### src/rtl/nvram_shadow_ctrl.sv
// Copies the 256-byte working NVRAM to its shadow array (store) or back (recall),
// one byte per READ/WRITE pair, and tracks whether working RAM is dirty.
module nvram_shadow_ctrl (
  input  logic       clk,
  input  logic       reset,
  input  logic       store_req,
  input  logic       recall_req,
  input  logic       cpu_we,
  output logic [7:0] work_addr,
  output logic       work_we,
  output logic [7:0] work_wdata,
  input  logic [7:0] work_rdata,
  output logic [7:0] shadow_addr,
  output logic       shadow_we,
  output logic [7:0] shadow_wdata,
  input  logic [7:0] shadow_rdata,
  output logic       busy,
  output logic       done,
  output logic       dirty
);

  typedef enum logic [1:0] {IDLE, READ, WRITE, DONE} state_t;

  state_t     state;
  logic       dir;        // 0: work->shadow, 1: shadow->work
  logic [7:0] cnt;
  logic       store_d, recall_d;
  logic       cpu_seen;
  logic [7:0] work_wdata_q, shadow_wdata_q;
  logic       store_edge, recall_edge;

  assign store_edge  = store_req  & ~store_d;
  assign recall_edge = recall_req & ~recall_d;

  // Source RAM data only arrives in the WRITE cycle, so write data passes
  // straight through there and is held from a register otherwise.
  assign work_wdata   = (state == WRITE &&  dir) ? shadow_rdata : work_wdata_q;
  assign shadow_wdata = (state == WRITE && !dir) ? work_rdata   : shadow_wdata_q;

  always_ff @(posedge clk or posedge reset) begin
    if (reset) begin
      state          <= IDLE;
      dir            <= 1'b0;
      cnt            <= 8'h00;
      store_d        <= 1'b1;
      recall_d       <= 1'b1;
      cpu_seen       <= 1'b0;
      dirty          <= 1'b1;
      busy           <= 1'b0;
      done           <= 1'b0;
      work_we        <= 1'b0;
      shadow_we      <= 1'b0;
      work_addr      <= 8'h00;
      shadow_addr    <= 8'h00;
      work_wdata_q   <= 8'h00;
      shadow_wdata_q <= 8'h00;
    end else begin
      store_d  <= store_req;
      recall_d <= recall_req;

      // A store that saw a CPU write anywhere in it leaves the data dirty.
      if (cpu_we)
        dirty <= 1'b1;
      else if (state == DONE && !(!dir && cpu_seen))
        dirty <= 1'b0;

      case (state)
        IDLE: begin
          cpu_seen <= cpu_we;
          if (recall_edge) begin
            state       <= READ;
            dir         <= 1'b1;
            cnt         <= 8'h00;
            busy        <= 1'b1;
            shadow_addr <= 8'h00;
          end else if (store_edge) begin
            dir <= 1'b0;
            cnt <= 8'h00;
            if (dirty) begin
              state     <= READ;
              busy      <= 1'b1;
              work_addr <= 8'h00;
            end else begin
              state <= DONE;
              done  <= 1'b1;
            end
          end
        end
        READ: begin
          cpu_seen <= cpu_seen | cpu_we;
          state    <= WRITE;
          if (dir) begin
            work_addr <= cnt;
            work_we   <= 1'b1;
          end else begin
            shadow_addr <= cnt;
            shadow_we   <= 1'b1;
          end
        end
        WRITE: begin
          cpu_seen  <= cpu_seen | cpu_we;
          work_we   <= 1'b0;
          shadow_we <= 1'b0;
          if (dir) work_wdata_q   <= shadow_rdata;
          else     shadow_wdata_q <= work_rdata;
          if (cnt == 8'hFF) begin
            state <= DONE;
            busy  <= 1'b0;
            done  <= 1'b1;
          end else begin
            cnt   <= cnt + 8'd1;
            state <= READ;
            if (dir) shadow_addr <= cnt + 8'd1;
            else     work_addr   <= cnt + 8'd1;
          end
        end
        DONE: begin
          done  <= 1'b0;
          cnt   <= 8'h00;
          state <= IDLE;
        end
        default: state <= IDLE;
      endcase
    end
  end

endmodule

### config.mk
export PLATFORM = sky130hd
export DESIGN_NAME = nvram_shadow_ctrl
export DESIGN_NICKNAME = d
export VERILOG_FILES = /design/src/rtl/nvram_shadow_ctrl.sv
export SDC_FILE = /design/constraint.sdc
export NUM_CORES = 1
export LEC_CHECK = 0
export ABC_AREA = 1
export BUFFER_PORTS_ARGS = -buffer_cell sky130_fd_sc_hd__clkbuf_2
export CAP_MARGIN = 20
export CORE_ASPECT_RATIO = 0.9
export CORE_MARGIN = 8
export CORE_UTILIZATION = 53
export DETAILED_ROUTE_END_ITERATION = 8
export PLACE_DENSITY = 0.86
export SLEW_MARGIN = 40
export SYNTH_ARGS = -nofsm -noshare
export SYNTH_HDL_FRONTEND = slang
export SYNTH_SLANG_ARGS = --single-unit
### constraint.sdc
create_clock -name clk -period 4.7 [get_ports clk]
set_clock_uncertainty 0.15 [all_clocks]
set_input_delay 0.235 -clock clk [delete_from_list [all_inputs] [get_ports clk]]
set_output_delay 0.235 -clock clk [all_outputs]
set_load 0.005 [all_outputs]
==> results of run 1 <==
[cells in the final DEF (no fill, tap or decap), types with 2 or more instances in the layout]
cell           synthesis  final
nand2_1              112    112
clkbuf_2               0     57
dfrtp_1               48     48
inv_1                 22     21
nand3_1               16     16
nor2_1                 9      9
o21ai_2                8      8
o21ai_0                8      8
mux2_2                 8      8
a21oi_1                7      7
ha_1                   6      6
dlygate4sd3_1          0      6
clkbuf_8               0      5
inv_4                  3      4
nand2_2                3      3
nand3_4                3      3
dfstp_2                3      3
nor2_2                 2      2
inv_2                  2      2
nand2_4                2      2
nor2_8                 2      2
o21ai_1                2      2
o22ai_1                2      2
[worst max path at each step]
| stage | start | to | cells past startpoint |
|---|---|---|---|
| global placement | state[0] | shadow_wdata[0] | 5 |
| floorplan | state[0] | work_addr[3] | 11 |
| detailed placement | state[0] | shadow_wdata[0] | 5 |
| finish | state[0] | shadow_wdata[0] | 5 |
| global route | state[0] | shadow_wdata[0] | 5 |
| CTS | state[0] | shadow_wdata[0] | 5 |
[flip-flops by register name (all words and copies together), names as in the netlist]
register,flops
cnt,8
shadow_addr,8
shadow_wdata_q,8
work_addr,8
work_wdata_q,8
state,2
busy,1
cpu_seen,1
dir,1
dirty,1
done,1
recall_d,1
shadow_we,1
store_d,1
work_we,1
[report_power, final]
| group | leakage, nW | total (mW) | internal [mW] | switching [mW] |
|---|---|---|---|---|
| Combinational | 0.924 | 0.830 | 0.304 | 0.526 |
| Sequential | 0.650 | 0.625 | 0.564 | 0.0617 |
| Clock | 0.0412 | 0.243 | 0.104 | 0.139 |
| Total | 1.62 | 1.70 | 0.972 | 0.726 |
[worst reg2reg max path, stage by stage (launching register included)]
cell and delay, ns:
dfrtp_1 0.44, inv_1 0.13, ha_1 0.51, inv_2 0.17, nand2_1 0.12, inv_1 0.07, nand2_2 0.08, nand3b_4 0.22
nand2_1 0.15, o21ai_2 0.06
[final cells by class]
type / count / area [µm²] / share of cell area (%)
Tap cell: 62 / 77.6 / 2.62
Multi-Input combinational cell: 195 / 1070 / 35.9
Timing Repair Buffer: 63 / 345 / 11.6
Clock buffer: 6 / 72.6 / 2.45
Clock inverter: 2 / 12.5 / 0.422
Inverter: 27 / 111 / 3.76
Sequential cell: 51 / 1280 / 43.2
[routing by layer]
metal / share of wire (%) / vias to the layer above / wire length (µm)
met1: 44 / 930 / 2380
met3: 7.8 / 7 / 418
met5: 0 / - / 0
met4: 1.2 / 0 / 67
met2: 47 / 58 / 2510
li1: - / 1011 / -
[through the flow]
stage	util [%]	setup WS (ns)	instances	power [mW]	hold WS (ns)
final	66.1	2.20	406	1.70	0.00944
after global routing	66.1	2.09	406	1.82	0.00301
after CTS	66.1	2.20	406	1.71	0.00178
after detailed placement	62.8	2.54	392	1.46	0.194
after global placement	62.8	2.63	392	1.43	0.187
after floorplan	-	2.95	277	1.23	0.0895
[cell families after synthesis]
group                    Yosys count
AO/OA/AOI/OAI                     29
adder cells (fa/ha/maj)            6
buffers and inverters             31
flip-flops                        51
multiplexers                       8
AND/OR/NAND/NOR                  152
==> flow_metrics.env, run 1 <==
export IMPL_fin_crit_sh_pct=53.1
export IMPL_min_period_ns=2.50
export IMPL_clock_path_buffers=2
export IMPL_hpwlAfterDp_um=4030
export IMPL_drt_first_iter_violations=92
export IMPL_cellPowerDensity_nw_per_um2=573
export IMPL_fraction_of_met3_tracks_used_by_global_routing_pct=5.65
export IMPL_synth_sequential_area_ratio_pct=51.3
export IMPL_netlist_instances=277
export IMPL_placementRows=23
export IMPL_final_hold_viol_count=0
export IMPL_setup_worst_path_start_class="register"
export IMPL_report_final_setup_viol=0
export IMPL_synth_largest_area_cell="dfrtp_1"
export IMPL_grt_busiest_layer="met2"
export IMPL_core_area_um2=4490
export IMPL_floorplan_io_pins=58
export IMPL_post_cts_setup_driven_buffer_insertion_count=0
export IMPL_drt_antenna_violating_nets=0
export IMPL_final_layout_size_suffix_gt1_share_pct=29.9
export IMPL_gr_usage_met2_pct=26.2
export IMPL_yosys_area_share_xor_xnor_pct=0
export IMPL_hold_depth=3
export IMPL_critical_path_top_delay_family="adder cells"
export IMPL_cts_root_buf="clkbuf_8"
export IMPL_vdd_ir_drop_max_v=0.000428
export IMPL_antenna_cells_inserted=0
export IMPL_avgRoutedWirePerCell_um=13.2
export IMPL_post_synth_most_frequent_cells="nand2_1 (112), dfrtp_1 (48), inv_1 (22)"
export IMPL_die_x_um=88.4
export IMPL_insertion_delay_to_the_later_sink_of_the_worst_skew_pair_ns=0.30
export IMPL_synth_mux_area_fraction_pct=3.61
export IMPL_port_buffers=57
export IMPL_synth_async_sr_flop_share_pct=100
export IMPL_cts_clk_slew_worst_paths_ns=0.09
export IMPL_crit_end_element="output pin"
export IMPL_maxCapViolations=0
export IMPL_power_static_leakage_nw=1.62
export IMPL_maximum_level_of_the_cts_h_tree=2
export IMPL_ctsHoldBuffers=6
export IMPL_postSynthAreaPerCell_um2=9.02
export IMPL_dr_drc_count=0
export IMPL_syn2layout_area_growth_pct=18.7
export IMPL_routed_wl_um=5370
export IMPL_worst_hold_path_type="in -> reg"
export IMPL_dieArea_um2=7170
export IMPL_synthDistinctLibCells=28
export IMPL_worstPathCellList="inv_1, ha_1, nand2_2, mux2_2, clkbuf_2"
export IMPL_basic_gate_share_of_the_synthesized_area_counting_and_or_nand_and_nor_cells_pct=28.8
export IMPL_gp_routability_congestion=0.893
export IMPL_grt_util_all_layers_pct=16.0
export IMPL_cts_buffers_inserted=5
export IMPL_timing_rr_end="cnt[6]"
export IMPL_worst_r2r_cell_count=9
export IMPL_fmax_ghz=0.401
export IMPL_mappedNetlistArea_um2=2500
export IMPL_avgViaCountPerCell=4.94
export IMPL_dominantRegCellSynth="dfrtp_1"
export IMPL_antenna_found_initial=0
export IMPL_finish_instance_area_um2=2970
export IMPL_initial_core_util_pct=55.6
export IMPL_startpoint_of_the_most_critical_register_to_register_path="state[0]"
export IMPL_layout_filler_cells=384
export IMPL_whs_endpoint="work_wdata_q[1]"
export IMPL_grt_pass1_vias=2124
export IMPL_tritoncts="built"
export IMPL_clkSinkCount=51
export IMPL_maxSlewViolCount=0
export IMPL_timing_critical_path_slowest_stage_cell="ha_1"
export IMPL_worst_path_buf_inv=2
export IMPL_placed_area_um2=2820
export IMPL_ff_latch_count_synth=51
export IMPL_vias=2006
export IMPL_worst_hold_startpoint="shadow_rdata[1]"
export IMPL_post_synth_top_count_cell="nand2_1"
export IMPL_grt_met1_usage_pct=18.7
export IMPL_synthesis_yosys_warnings=0
export IMPL_number_of_flops_mapped_to_enable_cells_by_yosys=0
export IMPL_path_max_fanout=10
export IMPL_ctsResizeCount=0
export IMPL_synth_top_cell_area_share_pct=48.1
export IMPL_nets=370
export IMPL_worst_pin_slew_ns=0.615
export IMPL_worst_r2r_setup_slack_ns=2.51
export IMPL_synth_compound_area_share_pct=7.31
export IMPL_grt_setup_unrepaired="no"
export IMPL_grt_first_pass_wirelength_um=9140
export IMPL_max_slew_margin_rel_pct=59.0
export IMPL_synth_area_top_cells="dfrtp_1 (48%), nand2_1 (17%), mux2_2 (3.6%), inv_1 (3.3%), nand3_1 (3.2%)"
export IMPL_timing_worst_setup_path_type="reg -> out"
export IMPL_dieHeight_um=81.1
export IMPL_combinational_family_with_the_most_area_after_synthesis="simple AND/OR/NAND/NOR gates"
export IMPL_run_status="finished clean"
export IMPL_first_pass_iters=4
export IMPL_crit_arrival_ns=2.11
export IMPL_synth_adder_area_share_pct=3.01
export IMPL_postSynthNetCount=304
export IMPL_grt_max_degree=52
export IMPL_timing_critical_path_slowest_cell_delay_ns=0.51
export IMPL_overflow=0
export IMPL_required_ns=4.32
export IMPL_fin_tns_setup_ns=0
No activity file was read; power rests on OpenSTA's default activity.
==> run 2: changes to the inputs <==
clock period = 2.3 ns   (was 4.7 ns; I/O delays follow)
==> run 2 against run 1 <==
First-iteration DRC count up 29%. Register-to-register slack worse by 2.2 ns. Sequential share of layout area down 2.3 points. Critical path type unchanged. Largest power group unchanged.
==> flow_metrics.env, run 2 (synthesized netlist as in run 1, its figures left out) <==
export IMPL_floorplan_io_pins=58
export IMPL_clock_path_buffers=2
export IMPL_tritoncts="built"
export IMPL_dieArea_um2=7170
export IMPL_nets=385
export IMPL_gp_routability_congestion=0.918
export IMPL_grt_setup_unrepaired="no"
export IMPL_clkSinkCount=51
export IMPL_dieHeight_um=81.1
export IMPL_post_cts_setup_driven_buffer_insertion_count=0
export IMPL_first_pass_iters=7
export IMPL_grt_max_degree=52
export IMPL_required_ns=2.04
export IMPL_min_period_ns=2.18
export IMPL_drt_antenna_violating_nets=0
export IMPL_fin_tns_setup_ns=0
export IMPL_avgRoutedWirePerCell_um=14.3
export IMPL_run_status="finished clean"
export IMPL_setup_worst_path_start_class="register"
export IMPL_internal_power_mw=2.07
export IMPL_grt_pass1_vias=2238
export IMPL_maximum_level_of_the_cts_h_tree=2
export IMPL_max_slew_margin_rel_pct=58.4
export IMPL_cts_root_buf="clkbuf_8"
export IMPL_p_comb_share_pct=48.5
export IMPL_worst_pin_slew_ns=0.623
export IMPL_avgViaCountPerCell=5.13
export IMPL_dr_drc_count=0
export IMPL_maxSlewViolCount=0
export IMPL_leading_cell_type_in_the_layout_fill_and_taps_excluded="nand2_1"
export IMPL_seq_pwr_share_pct=35.7
export IMPL_worst_hold_startpoint="recall_req"
export IMPL_final_hold_viol_count=0
export IMPL_report_final_setup_viol=0
export IMPL_cts_buffers_inserted=5
export IMPL_startpoint_of_the_most_critical_register_to_register_path="state[1]"
export IMPL_placed_area_um2=2830
export IMPL_critical_path_startpoint="state[0]"
export IMPL_fin_crit_sh_pct=94.8
export IMPL_syn2layout_area_growth_pct=25.4
export IMPL_layout_common_cells="nand2_1 (112), clkbuf_2 (57), dfrtp_1 (48)"
export IMPL_die_x_um=88.4
export IMPL_path_max_fanout=10
export IMPL_power_static_leakage_nw=1.69
export IMPL_cellPowerDensity_nw_per_um2=1140
export IMPL_drt_first_iter_violations=119
export IMPL_grt_util_all_layers_pct=18.0
export IMPL_insertion_delay_to_the_later_sink_of_the_worst_skew_pair_ns=0.31
export IMPL_fmax_ghz=0.459
export IMPL_finish_instance_area_um2=3130
export IMPL_timing_worst_setup_path_type="reg -> out"
export IMPL_crit_arrival_ns=1.91
export IMPL_core_area_um2=4490
export IMPL_antenna_cells_inserted=0
export IMPL_overflow=0
export IMPL_worst_hold_path_type="in -> reg"
export IMPL_hpwlAfterDp_um=4080
export IMPL_antenna_found_initial=0
export IMPL_crit_end_element="output pin"
export IMPL_switchingPower_mw=1.51
export IMPL_grt_first_pass_wirelength_um=10200
export IMPL_p_sw_share_pct=42.3
export IMPL_power_clock_fraction_pct=15.8
export IMPL_maxCapViolations=0
export IMPL_vias=2161
export IMPL_final_layout_size_suffix_gt1_share_pct=29.5
export IMPL_placementRows=23
export IMPL_initial_core_util_pct=55.6
export IMPL_port_buffers=57
export IMPL_cts_clk_slew_worst_paths_ns=0.09
export IMPL_layout_filler_cells=333
export IMPL_vdd_ir_drop_max_v=0.000759
export IMPL_routed_wl_um=6010
==> run 2: power by group through the flow <==
stage | logic (mW) | clock network [mW] | registers (mW)
detailed placement | 1.69 | 0 | 1.29
CTS | 1.73 | 0.577 | 1.28
finish | 1.73 | 0.566 | 1.28
floorplan | 1.25 | 0 | 1.27
global route | 1.91 | 0.624 | 1.31
global placement | 1.65 | 0 | 1.28
==> run 2: area by class of cell <==
type,count,area (µm²),area share [%]
multi-input cells,195,1070,34.1
clock buffers,7,96.3,3.08
inverters,27,109,3.48
well taps,62,77.6,2.48
flip-flops and latches,51,1280,40.9
clock inverters,1,7.51,0.240
repair buffers,78,493,15.7
==> run 2: path summary, 6_finish.rpt <==
kind | endpoint | slack, ns | cells past startpoint
setup / recovery | shadow_wdata[0] | 0.12 | 5
min in group asynchronous | work_wdata_q[0] | 0.37 | 4
setup reg to reg | work_addr[6] | 0.28 | 9
max in group asynchronous | cnt[5] | 1.21 | 4
hold / removal | recall_d | 0.32 | 2
hold reg to reg | work_wdata_q[0] | 0.34 | 2
==> run 2: metal layers <==
metal	GRT usage, %	vias up	part of all wire (%)
met1	21.5	999	42
met4	6.58	0	2.0
li1	-	1039	-
met5	0	-	0
met2	29.6	106	47
met3	6.05	17	8.9
==> run 2: stage by stage <==
step	cells	worst slack, ns	hold slack (ns)	util, %	power, mW
finish	421	0.120	0.323	69.8	3.58
global placement	393	0.269	0.0684	62.9	2.93
global route	421	0.0350	0.315	69.8	3.84
CTS	421	0.131	0.296	69.8	3.58
floorplan	277	0.550	-0.0305	-	2.52
detailed placement	393	0.203	0.0706	62.9	2.98
==> run 2: worst max-delay path, stage by stage, from the launching register on <==
cell and delay [ns]:
dfrtp_1 0.42, inv_1 0.12, ha_2 0.37, nand2_2 0.24, mux2_2 0.34, clkbuf_2 0.12
==> run 2: what timing repair did <==
item                       4_1_cts  5_1_grt
setup endpoints to repair        8        0
hold endpoints to repair        68        0
hold buffers                    20        0
resized for setup                1        0
